File: src/rtl/upsizing.sv
// Width-doubling AXI-Stream stage: packs pairs of W-bit beats into one 2W-bit word,
// emitting a half-filled word (tkeep=2'b10) when a packet ends on a high half.
module upsizing #(
    parameter int W = 32
) (
    input  logic           aclk,
    input  logic           rst,
    input  logic [W-1:0]   in_tdata,
    input  logic           in_tvalid,
    input  logic           in_tlast,
    output logic           in_tready,
    output logic [2*W-1:0] out_tdata,
    output logic [1:0]     out_tkeep,
    output logic           out_tlast,
    output logic           out_tvalid,
    input  logic           out_tready
);

    typedef enum logic [0:0] {
        EMPTY = 1'b0,
        HALF  = 1'b1
    } state_t;

    state_t           state_q, state_d;
    logic [W-1:0]     hi_q, hi_d;
    logic [2*W-1:0]   out_tdata_q, out_tdata_d;
    logic [1:0]       out_tkeep_q, out_tkeep_d;
    logic             out_tlast_q, out_tlast_d;
    logic             out_tvalid_q, out_tvalid_d;

    logic             hi_valid_s;
    logic             slot_free_s;
    logic             in_tready_s;
    logic             accept_s;

    assign hi_valid_s  = (state_q == HALF);
    assign slot_free_s = ~out_tvalid_q | out_tready;
    // A non-last high beat never touches the output register, so it can enter under backpressure.
    assign in_tready_s = slot_free_s | (~hi_valid_s & ~in_tlast);
    assign accept_s    = in_tvalid & in_tready_s;

    // Next-state and output-register load logic.
    always_comb begin
        state_d      = state_q;
        hi_d         = hi_q;
        out_tdata_d  = out_tdata_q;
        out_tkeep_d  = out_tkeep_q;
        out_tlast_d  = out_tlast_q;
        out_tvalid_d = out_tvalid_q;

        if (out_tvalid_q & out_tready) begin
            out_tvalid_d = 1'b0;
        end else begin
            out_tvalid_d = out_tvalid_q;
        end

        case (state_q)
            EMPTY: begin
                if (accept_s) begin
                    if (in_tlast) begin
                        out_tdata_d  = {in_tdata, {W{1'b0}}};
                        out_tkeep_d  = 2'b10;
                        out_tlast_d  = 1'b1;
                        out_tvalid_d = 1'b1;
                    end else begin
                        hi_d    = in_tdata;
                        state_d = HALF;
                    end
                end else begin
                    state_d = EMPTY;
                end
            end
            HALF: begin
                if (accept_s) begin
                    out_tdata_d  = {hi_q, in_tdata};
                    out_tkeep_d  = 2'b11;
                    out_tlast_d  = in_tlast;
                    out_tvalid_d = 1'b1;
                    state_d      = EMPTY;
                end else begin
                    state_d = HALF;
                end
            end
            default: begin
                state_d = EMPTY;
            end
        endcase
    end

    // State, held half and output register.
    always_ff @(posedge aclk) begin
        if (rst) begin
            state_q      <= EMPTY;
            hi_q         <= {W{1'b0}};
            out_tdata_q  <= {(2*W){1'b0}};
            out_tkeep_q  <= 2'b00;
            out_tlast_q  <= 1'b0;
            out_tvalid_q <= 1'b0;
        end else begin
            state_q      <= state_d;
            hi_q         <= hi_d;
            out_tdata_q  <= out_tdata_d;
            out_tkeep_q  <= out_tkeep_d;
            out_tlast_q  <= out_tlast_d;
            out_tvalid_q <= out_tvalid_d;
        end
    end

    assign in_tready  = in_tready_s;
    assign out_tdata  = out_tdata_q;
    assign out_tkeep  = out_tkeep_q;
    assign out_tlast  = out_tlast_q;
    assign out_tvalid = out_tvalid_q;

endmodule
File: config.mk
export PLATFORM = sky130hd
export DESIGN_NAME = upsizing
export DESIGN_NICKNAME = d
export VERILOG_FILES = /design/src/rtl/upsizing.sv
export SDC_FILE = /design/constraint.sdc
export NUM_CORES = 1
export LEC_CHECK = 0
export ABC_CLOCK_PERIOD_IN_PS = 1800
export CAP_MARGIN = 5
export CORE_UTILIZATION = 45
export CTS_BUF_LIST = sky130_fd_sc_hd__clkbuf_2 sky130_fd_sc_hd__clkbuf_4 sky130_fd_sc_hd__clkbuf_8
export CTS_CLUSTER_SIZE = 25
export DETAILED_ROUTE_END_ITERATION = 8
export PLACE_DENSITY = 0.73
export SLEW_MARGIN = 20
export SYNTH_ARGS = -nofsm -noshare
export SYNTH_HDL_FRONTEND = slang
export SYNTH_SLANG_ARGS = --single-unit
File: constraint.sdc
create_clock -name aclk -period 1.8 [get_ports aclk]
set_input_delay 0.36 -clock aclk [delete_from_list [all_inputs] [get_ports aclk]]
set_output_delay 0.36 -clock aclk [all_outputs]
set_load 0.03 [all_outputs]
==> results.toml, run 1 <==
[floorplanning]
core_sq_mm = 0.00868
num_rows = 34
dieArea_sq_mm = 0.00928
die_x_microns = 96.4
ios = 106
fp.dieH_microns = 96.4
start_util = 0.462

[finish]
syn_to_final_growth_pct = 36.9
antenna_cells = 0
post_layout_nonfiller_instances = 569
mostFrequentLayoutCell = "dfxtp_1"
multi_input_area_sq_mm = 0.00178
design_area_sq_mm = 0.00548
drive_gt1_frac = 0.182
fin_nets = 493
seq_area_sq_mm = 0.00203
fill_cells = 729
final_cell_mix = "dfxtp_1, clkdlybuf4s50_1, mux2i_1, nor2_1"

[placed_design]
gp_congestion = 0.751
dp_hpwl_microns = 6490
post_dp_cell_area_sq_mm = 0.00522
dp_slack_ns = -0.155
place.port_buffers = 105
placed_cells = 553

[yosys]
synth_warnings = 0
synth_area_per_cell_sq_um = 11.4
synthCells = 351
seq_area_frac_synth = 0.505
ys_types = 28
ys_seq_elements = 101
syn_area_sq_mm = 0.00401
synth_fp_nets = 388

[worst_setup_path]
required_ns = 1.44
crit_start = "out_tdata[59]"
slowest_delay_ns = 0.68
cp_max_fo = 2
cp-end-kind = "output pin"
crit_slowest_cell = "clkdlybuf4s50_1"
worstPathCellList = "clkdlybuf4s50_1"
worstReg2RegStart = "hi_valid_s"
critPathTopFamily = "buffers and inverters"
critPathArrivalTime_ns = 1.39
start_kind = "flip-flop"
path_buf_inv = 1
critPathKind = "reg -> out"

[pwr]
vdd_drop_max_uv = 434
p_leak_uw = 0.00244
power_uw = 4660
p_per_area_mw_per_mm2 = 851

[job]
cap_viol_max_count = 0

[grt]
antenna_found_initial = 0
grt_pass1_vias = 3048
grt_usage = 0.219
grt_pass1_wl_microns = 15300
grt_overflow = 0
grt_max_degree = 43

[timing]
tightest_slew_ns = 0.559
rsz0062_at_grt = "false"
finClkSkew_ns = 0.00972
setup_viol = 0
maxSlewViolCount = 0
final-hold-violation-count = 0
finalCritPeriodShare = 0.974
fin_ws_ns = 0.0472
fmax_ghz = 0.571
relSlewSlack = 0.627
whs_ns = 0.461
period_needed_ns = 1.75

[clocking]
tritoncts.num_buffers = 9
tritoncts = "yes"
clk_latency_ns = 0.36
htreeDepth = 3
cts_sinks = 101
clockBufferDepth = 2
clk_pin_slew_ns = 0.10
cts_setup_buffers = 0
clockRootBuffer = "clkbuf_8"

[route]
firstDrtPassIters = 4
wire_per_inst_microns = 17.3
num_vias = 3108
viasPerCell = 5.46
drtIter0Drc = 123
wl_microns = 9820
antenna_left = 0
route.detailed.drc = 0

[hold_path]
hp-start = "out_tkeep[0]"
hold_path.class = "reg -> reg"

[outcome]
status = "completed"
synth_stat cells, drive strengths merged:
master,instances,share of area
mux2i,64,0.16
buf,23,0.039
nand3,1,0.0012
o31ai,1,0.0019
dfxtp,101,0.50
o21ba,1,0.0025
a21o,1,0.0019
o21ai,1,0.0012
a211oi,32,0.097
nor3b,1,0.0019
and3,1,0.0028
a31oi,33,0.055
nor2,33,0.031
nor2b,1,0.0016
nor4,1,0.0031
or2,1,0.0016
nand2,1,0.00094
clkbuf,15,0.014
inv,3,0.0028
nand2b,1,0.0016
a21oi,3,0.0037
a22o,32,0.070
registers in the layout, summed over array words and instances (netlist names):
signal      count
out_tvalid      1
out_tkeep       2
out_tdata      64
hi_q           32
out_tlast       1
hi_valid_s      1
cell families after synthesis:
kind of cell | synth area share
flops | 0.505
compound gates | 0.234
simple gates | 0.0456
buf+inv | 0.0559
mux | 0.160
where the power goes:
group	switching, uW	leakage [uW]	internal, uW
clock	769	0.0000850	556
combinational	511	0.00153	411
sequential	66.2	0.000826	2350
worst paths after layout:
kind | to | slack (ns) | cells past startpoint
max reg2reg | out_tdata[15] | 0.37 | 5
max | out_tdata[59] | 0.05 | 1
min reg2reg | out_tkeep[0] | 0.46 | 1
min | out_tkeep[0] | 0.46 | 1
cell type report:
type,count,share of cell area
Clock buffer,11,0.0265
Clock inverter,5,0.00662
Inverter,3,0.00205
Multi-Input combinational cell,209,0.325
Sequential cell,101,0.369
Tap cell,108,0.0246
Timing Repair Buffer,132,0.246
metrics by stage:
step | setup TNS [ns] | util
after floorplan | 0 | -
after global placement | -5.88 | 0.601
after detailed placement | -9.37 | 0.601
after CTS | 0 | 0.623
after global routing | 0 | 0.632
final | 0 | 0.632
repair_timing:
item,4_1_cts,5_1_grt
hold buffers,0,0
pin swaps,0,0
resized for setup,4,32
endpoints found under the hold margin,0,0
endpoints found under the setup margin,2,31
layer usage:
metal  part of all wire  vias up  GRT usage  wire length, microns
met5                  0        -          0                     0
met4             0.0054        0     0.0490                    53
met3              0.052        7     0.0664                   512
met2               0.48       79      0.371                  4730
met1               0.46     1511      0.273                  4520
li1                   -     1511          -                     -
Note: power is estimated with default switching activity, not from simulation.
==> run 2, diff against run 1 <==
--- a/config.mk
+++ b/config.mk
@@ -7,6 +7,7 @@
 export LEC_CHECK = 0
 export ABC_CLOCK_PERIOD_IN_PS = 1800
 export CAP_MARGIN = 5
+export CORE_MARGIN = 10
 export CORE_UTILIZATION = 45
 export CTS_BUF_LIST = sky130_fd_sc_hd__clkbuf_2 sky130_fd_sc_hd__clkbuf_4 sky130_fd_sc_hd__clkbuf_8
 export CTS_CLUSTER_SIZE = 25
==> run 2 against run 1 <==
- fmax decreased by 0.43%
- cell area increased by 1.4%
- count of clock-buffer cells in the layout is 2 lower
- critical path depth is the same
- critical path type unchanged
- clock power rose by 17%
- register-to-register slack worse by 0.02 ns
- final cell count did not move
- global-route usage shrank 5.4 points
==> results.toml, run 2 (same netlist as run 1, synthesis figures left out) <==
[placed_design]
gp_congestion = 0.750
place.port_buffers = 105
dp_hpwl_microns = 7690
placed_cells = 554
post_dp_cell_area_sq_mm = 0.00525

[worst_setup_path]
crit_slowest_cell = "clkdlybuf4s50_1"
start_kind = "flip-flop"
slowest_delay_ns = 0.68
worstPathCellList = "clkdlybuf4s50_1"
critPathTopFamily = "buffers and inverters"
required_ns = 1.44
cp_max_fo = 2
path_buf_inv = 1
critPathArrivalTime_ns = 1.40
cp-end-kind = "output pin"
critPathKind = "reg -> out"

[floorplanning]
die_x_microns = 114
fp.dieH_microns = 114
core_sq_mm = 0.00868
ios = 106
num_rows = 34
start_util = 0.462
dieArea_sq_mm = 0.0131

[clocking]
tritoncts = "yes"
cts_setup_buffers = 0
clk_latency_ns = 0.36
tritoncts.num_buffers = 9
clockRootBuffer = "clkbuf_8"
clk_pin_slew_ns = 0.10
htreeDepth = 3
cts_sinks = 101
clockBufferDepth = 2

[timing]
finalCritPeriodShare = 0.978
relSlewSlack = 0.629
final-hold-violation-count = 0
tightest_slew_ns = 0.556
period_needed_ns = 1.76
whs_ns = 0.476
fmax_ghz = 0.568
maxSlewViolCount = 0
finClkSkew_ns = 0.0127
setup_viol = 0
fin_setup_tns_ns = 0

[finish]
syn_to_final_growth_pct = 38.8
design_area_sq_mm = 0.00556
drive_gt1_frac = 0.180
final_cell_mix = "dfxtp_1, clkdlybuf4s50_1, mux2i_1, dlymetal6s2s_1, nor2_1"
post_layout_nonfiller_instances = 569
mostFrequentLayoutCell = "dfxtp_1"
antenna_cells = 0
fin_nets = 494
largest_reg_flops = 64

[pwr]
vdd_drop_max_uv = 590
pwr-share-comb = 0.191
p_leak_uw = 0.00259
switching_share = 0.278
power_uw = 4910
switching_power_uw = 1370
p_per_area_mw_per_mm2 = 883
clkPwrFrac = 0.317
intPower_uw = 3540
power_frac_seq = 0.492

[job]
cap_viol_max_count = 0

[grt]
grt_usage = 0.165
grt_pass1_wl_microns = 17500
grt_overflow = 0
grt_max_degree = 37
antenna_found_initial = 0
grt_pass1_vias = 3291

[outcome]
status = "completed"

[route]
viasPerCell = 5.45
num_vias = 3101
route.detailed.drc = 0
wire_per_inst_microns = 19.2
drtIter0Drc = 154
firstDrtPassIters = 4
wl_microns = 10900
antenna_left = 0

[hold_path]
hold_path.class = "reg -> reg"
[run 2: cell count changes in the layout (fill, tap and decap cells not counted), moves of 2 or more]
cell	change
dlymetal6s2s_1	+7
buf_12	+2
clkdlybuf4s50_1	-5
dlygate4sd2_1	-2
bufinv_16	+2
[run 2: worst register-to-register path, delay by kind of cell, from the launching register on]
family | cells | cell delay [ns]
buffers and inverters | 3 | 0.51
muxes | 1 | 0.23
and+or+nand+nor | 2 | 0.24
DFF | 1 | 0.36
[run 2: layout make-up]
type | instances | area [sq um]
Fill cell | 717 | 3120
Sequential cell | 101 | 2020
Multi-Input combinational cell | 209 | 1780
Timing Repair Buffer | 133 | 1400
Tap cell | 108 | 135
Clock buffer | 9 | 124
Clock inverter | 6 | 88.8
Inverter | 3 | 11.3
[run 2: metrics by stage]
step	utilization	setup WS, ns
2_1_floorplan	-	0.230
3_3_place_gp	0.605	-0.132
3_5_place_dp	0.605	-0.207
4_1_cts	0.630	0.00448
5_1_grt	0.641	-0.0155
6_report	0.641	0.0396
[run 2: worst paths after layout]
| check | endpoint | cells past startpoint | slack [ns] | startpoint |
|---|---|---|---|---|
| setup / recovery | out_tdata[9] | 1 | 0.04 | out_tdata[9] |
| hold / removal | out_tdata[7] | 1 | 0.48 | out_tdata[7] |
| setup reg to reg | hi_q[16] | 6 | 0.35 | hi_valid_s |
| hold reg to reg | out_tdata[7] | 1 | 0.48 | out_tdata[7] |
[run 2: metal layers]
metal,track usage,up-vias,routed length [microns]
met4,0.0451,0,152
met1,0.204,1486,4990
li1,-,1513,-
met2,0.267,91,5170
met3,0.0571,11,621
met5,0,-,0
[run 2: timing repair]
item,4_1_cts,5_1_grt
resized for setup,1,38
endpoints found under the setup margin,1,38
hold buffers,0,0
[run 2: power groups by stage]
stage | logic (uW) | clock network [uW] | registers (uW)
2_1_floorplan | 413 | 0 | 2610
3_3_place_gp | 927 | 0 | 2470
3_5_place_dp | 948 | 0 | 2470
4_1_cts | 952 | 1580 | 2420
5_1_grt | 1000 | 1680 | 2430
6_report | 937 | 1560 | 2420
==> run 3, diff against run 2 <==
--- a/config.mk
+++ b/config.mk
@@ -7,7 +7,7 @@
 export LEC_CHECK = 0
 export ABC_CLOCK_PERIOD_IN_PS = 1800
 export CAP_MARGIN = 5
-export CORE_MARGIN = 10
+export CORE_MARGIN = 2
 export CORE_UTILIZATION = 45
 export CTS_BUF_LIST = sky130_fd_sc_hd__clkbuf_2 sky130_fd_sc_hd__clkbuf_4 sky130_fd_sc_hd__clkbuf_8
 export CTS_CLUSTER_SIZE = 25
==> run 3 against run 2 <==
- worst hold slack got worse by 0.16 ns
- critical path depth stayed put
- die area is 26% lower
- utilization shrank 0.76 points
- via count is 0.64% higher
- global-route usage grew 4.2 points
- count of clock-buffer cells in the layout grew 2
==> results.toml, run 3 (same netlist as run 1, synthesis figures left out) <==
[timing]
finClkSkew_ns = 0.0121
finalCritPeriodShare = 0.976
tightest_slew_ns = 0.568
fin_setup_tns_ns = 0
maxSlewViolCount = 0
fmax_ghz = 0.569
period_needed_ns = 1.76
fin_ws_ns = 0.0434
final-hold-violation-count = 0
relSlewSlack = 0.621
setup_viol = 0

[grt]
grt_pass1_wl_microns = 16300
grt_usage = 0.208
grt_max_degree = 43
grt_overflow = 0
grt_pass1_vias = 3219
antenna_found_initial = 0

[finish]
final_util = 0.633
antenna_cells = 0
mostFrequentLayoutCell = "dfxtp_1"
syn_to_final_growth_pct = 37.2
fill_cells = 705
final_cell_mix = "dfxtp_1, clkdlybuf4s50_1, mux2i_1, nor2_1"
fin_nets = 491
largest_reg_flops = 64
design_area_sq_mm = 0.00550
drive_gt1_frac = 0.179

[route]
drtIter0Drc = 91
viasPerCell = 5.50
antenna_left = 0
firstDrtPassIters = 4
wl_microns = 9850
num_vias = 3121
route.detailed.drc = 0
wire_per_inst_microns = 17.4

[worst_setup_path]
critPathArrivalTime_ns = 1.40
r2r_slack_ns = 0.24
critPathTopFamily = "buffers and inverters"
start_kind = "flip-flop"
cp_max_fo = 2
cp-end-kind = "output pin"
required_ns = 1.44
crit_slowest_cell = "clkdlybuf4s50_1"
worstPathCellList = "clkdlybuf4s50_1"
critPathKind = "reg -> out"
slowest_delay_ns = 0.68
path_buf_inv = 1

[pwr]
vdd_drop_max_uv = 490
power_uw = 4870
p_per_area_mw_per_mm2 = 886
p_leak_uw = 0.00228

[hold_path]
hold_path.class = "in -> reg"

[floorplanning]
fp.dieH_microns = 98.4
num_rows = 34
ios = 106
dieArea_sq_mm = 0.00967
core_sq_mm = 0.00868
start_util = 0.462
die_x_microns = 98.4

[clocking]
cts_hold_buf = 0
htreeDepth = 3
tritoncts = "yes"
cts_sinks = 101
clk_latency_ns = 0.36
tritoncts.num_buffers = 9
cts_setup_buffers = 0
clk_pin_slew_ns = 0.10
clockBufferDepth = 2
clockRootBuffer = "clkbuf_8"

[placed_design]
place.port_buffers = 105
post_dp_cell_area_sq_mm = 0.00523
gp_congestion = 0.855
dp_hpwl_microns = 6580
dp_slack_ns = -0.232

[job]
cap_viol_max_count = 0

[outcome]
status = "completed"
[run 3: cell count changes in the layout (fill, tap and decap cells not counted), sizes merged, moves of 2 or more]
cell and delta:
clkbuf +2, buf -3, clkdlybuf4s50 +17, inv +2
dlymetal6s2s -18, clkinvlp -2
[run 3: repair_timing]
item                                    CTS  global route
gates resized for setup                   1            21
gates cloned                              0             0
endpoints found under the setup margin    1            21
[run 3: metrics by stage]
step,std cells,hold slack (ns)
after global placement,551,0.439
final,567,0.318
after floorplan,351,0.460
after CTS,567,0.307
after detailed placement,551,0.454
after global routing,567,0.301
[run 3: worst paths after layout]
check	startpoint	to	depth (start not counted)
worst max-delay path	out_tdata[52]	out_tdata[52]	1
worst min-delay path	rst	out_tdata[58]	2
worst max register to register	hi_valid_s	out_tdata[32]	3
worst min register to register	out_tkeep[0]	out_tkeep[0]	1
[run 3: layer usage]
| layer | wire length, microns | GRT usage | share of wire | up-vias |
|---|---|---|---|---|
| met5 | 0 | 0 | 0 | - |
| met4 | 93 | 0.0537 | 0.0094 | 0 |
| met3 | 425 | 0.0437 | 0.043 | 8 |
| met2 | 4780 | 0.346 | 0.49 | 73 |
| met1 | 4550 | 0.275 | 0.46 | 1532 |
| li1 | - | - | - | 1508 |
[run 3: final cells by class]
type	count	area, sq um	share of cell area
clock buffers	11	151	0.0276
well taps	108	135	0.0246
clock inverters	5	65.1	0.0118
inverters	3	11.3	0.00205
repair buffers	130	1330	0.242
multi-input cells	209	1780	0.324
flip-flops and latches	101	2020	0.368
[run 3: power by group]
part	internal (uW)	total, uW	switching [uW]
Clock	735	1520	788
Combinational	414	925	511
Sequential	2350	2420	68.7
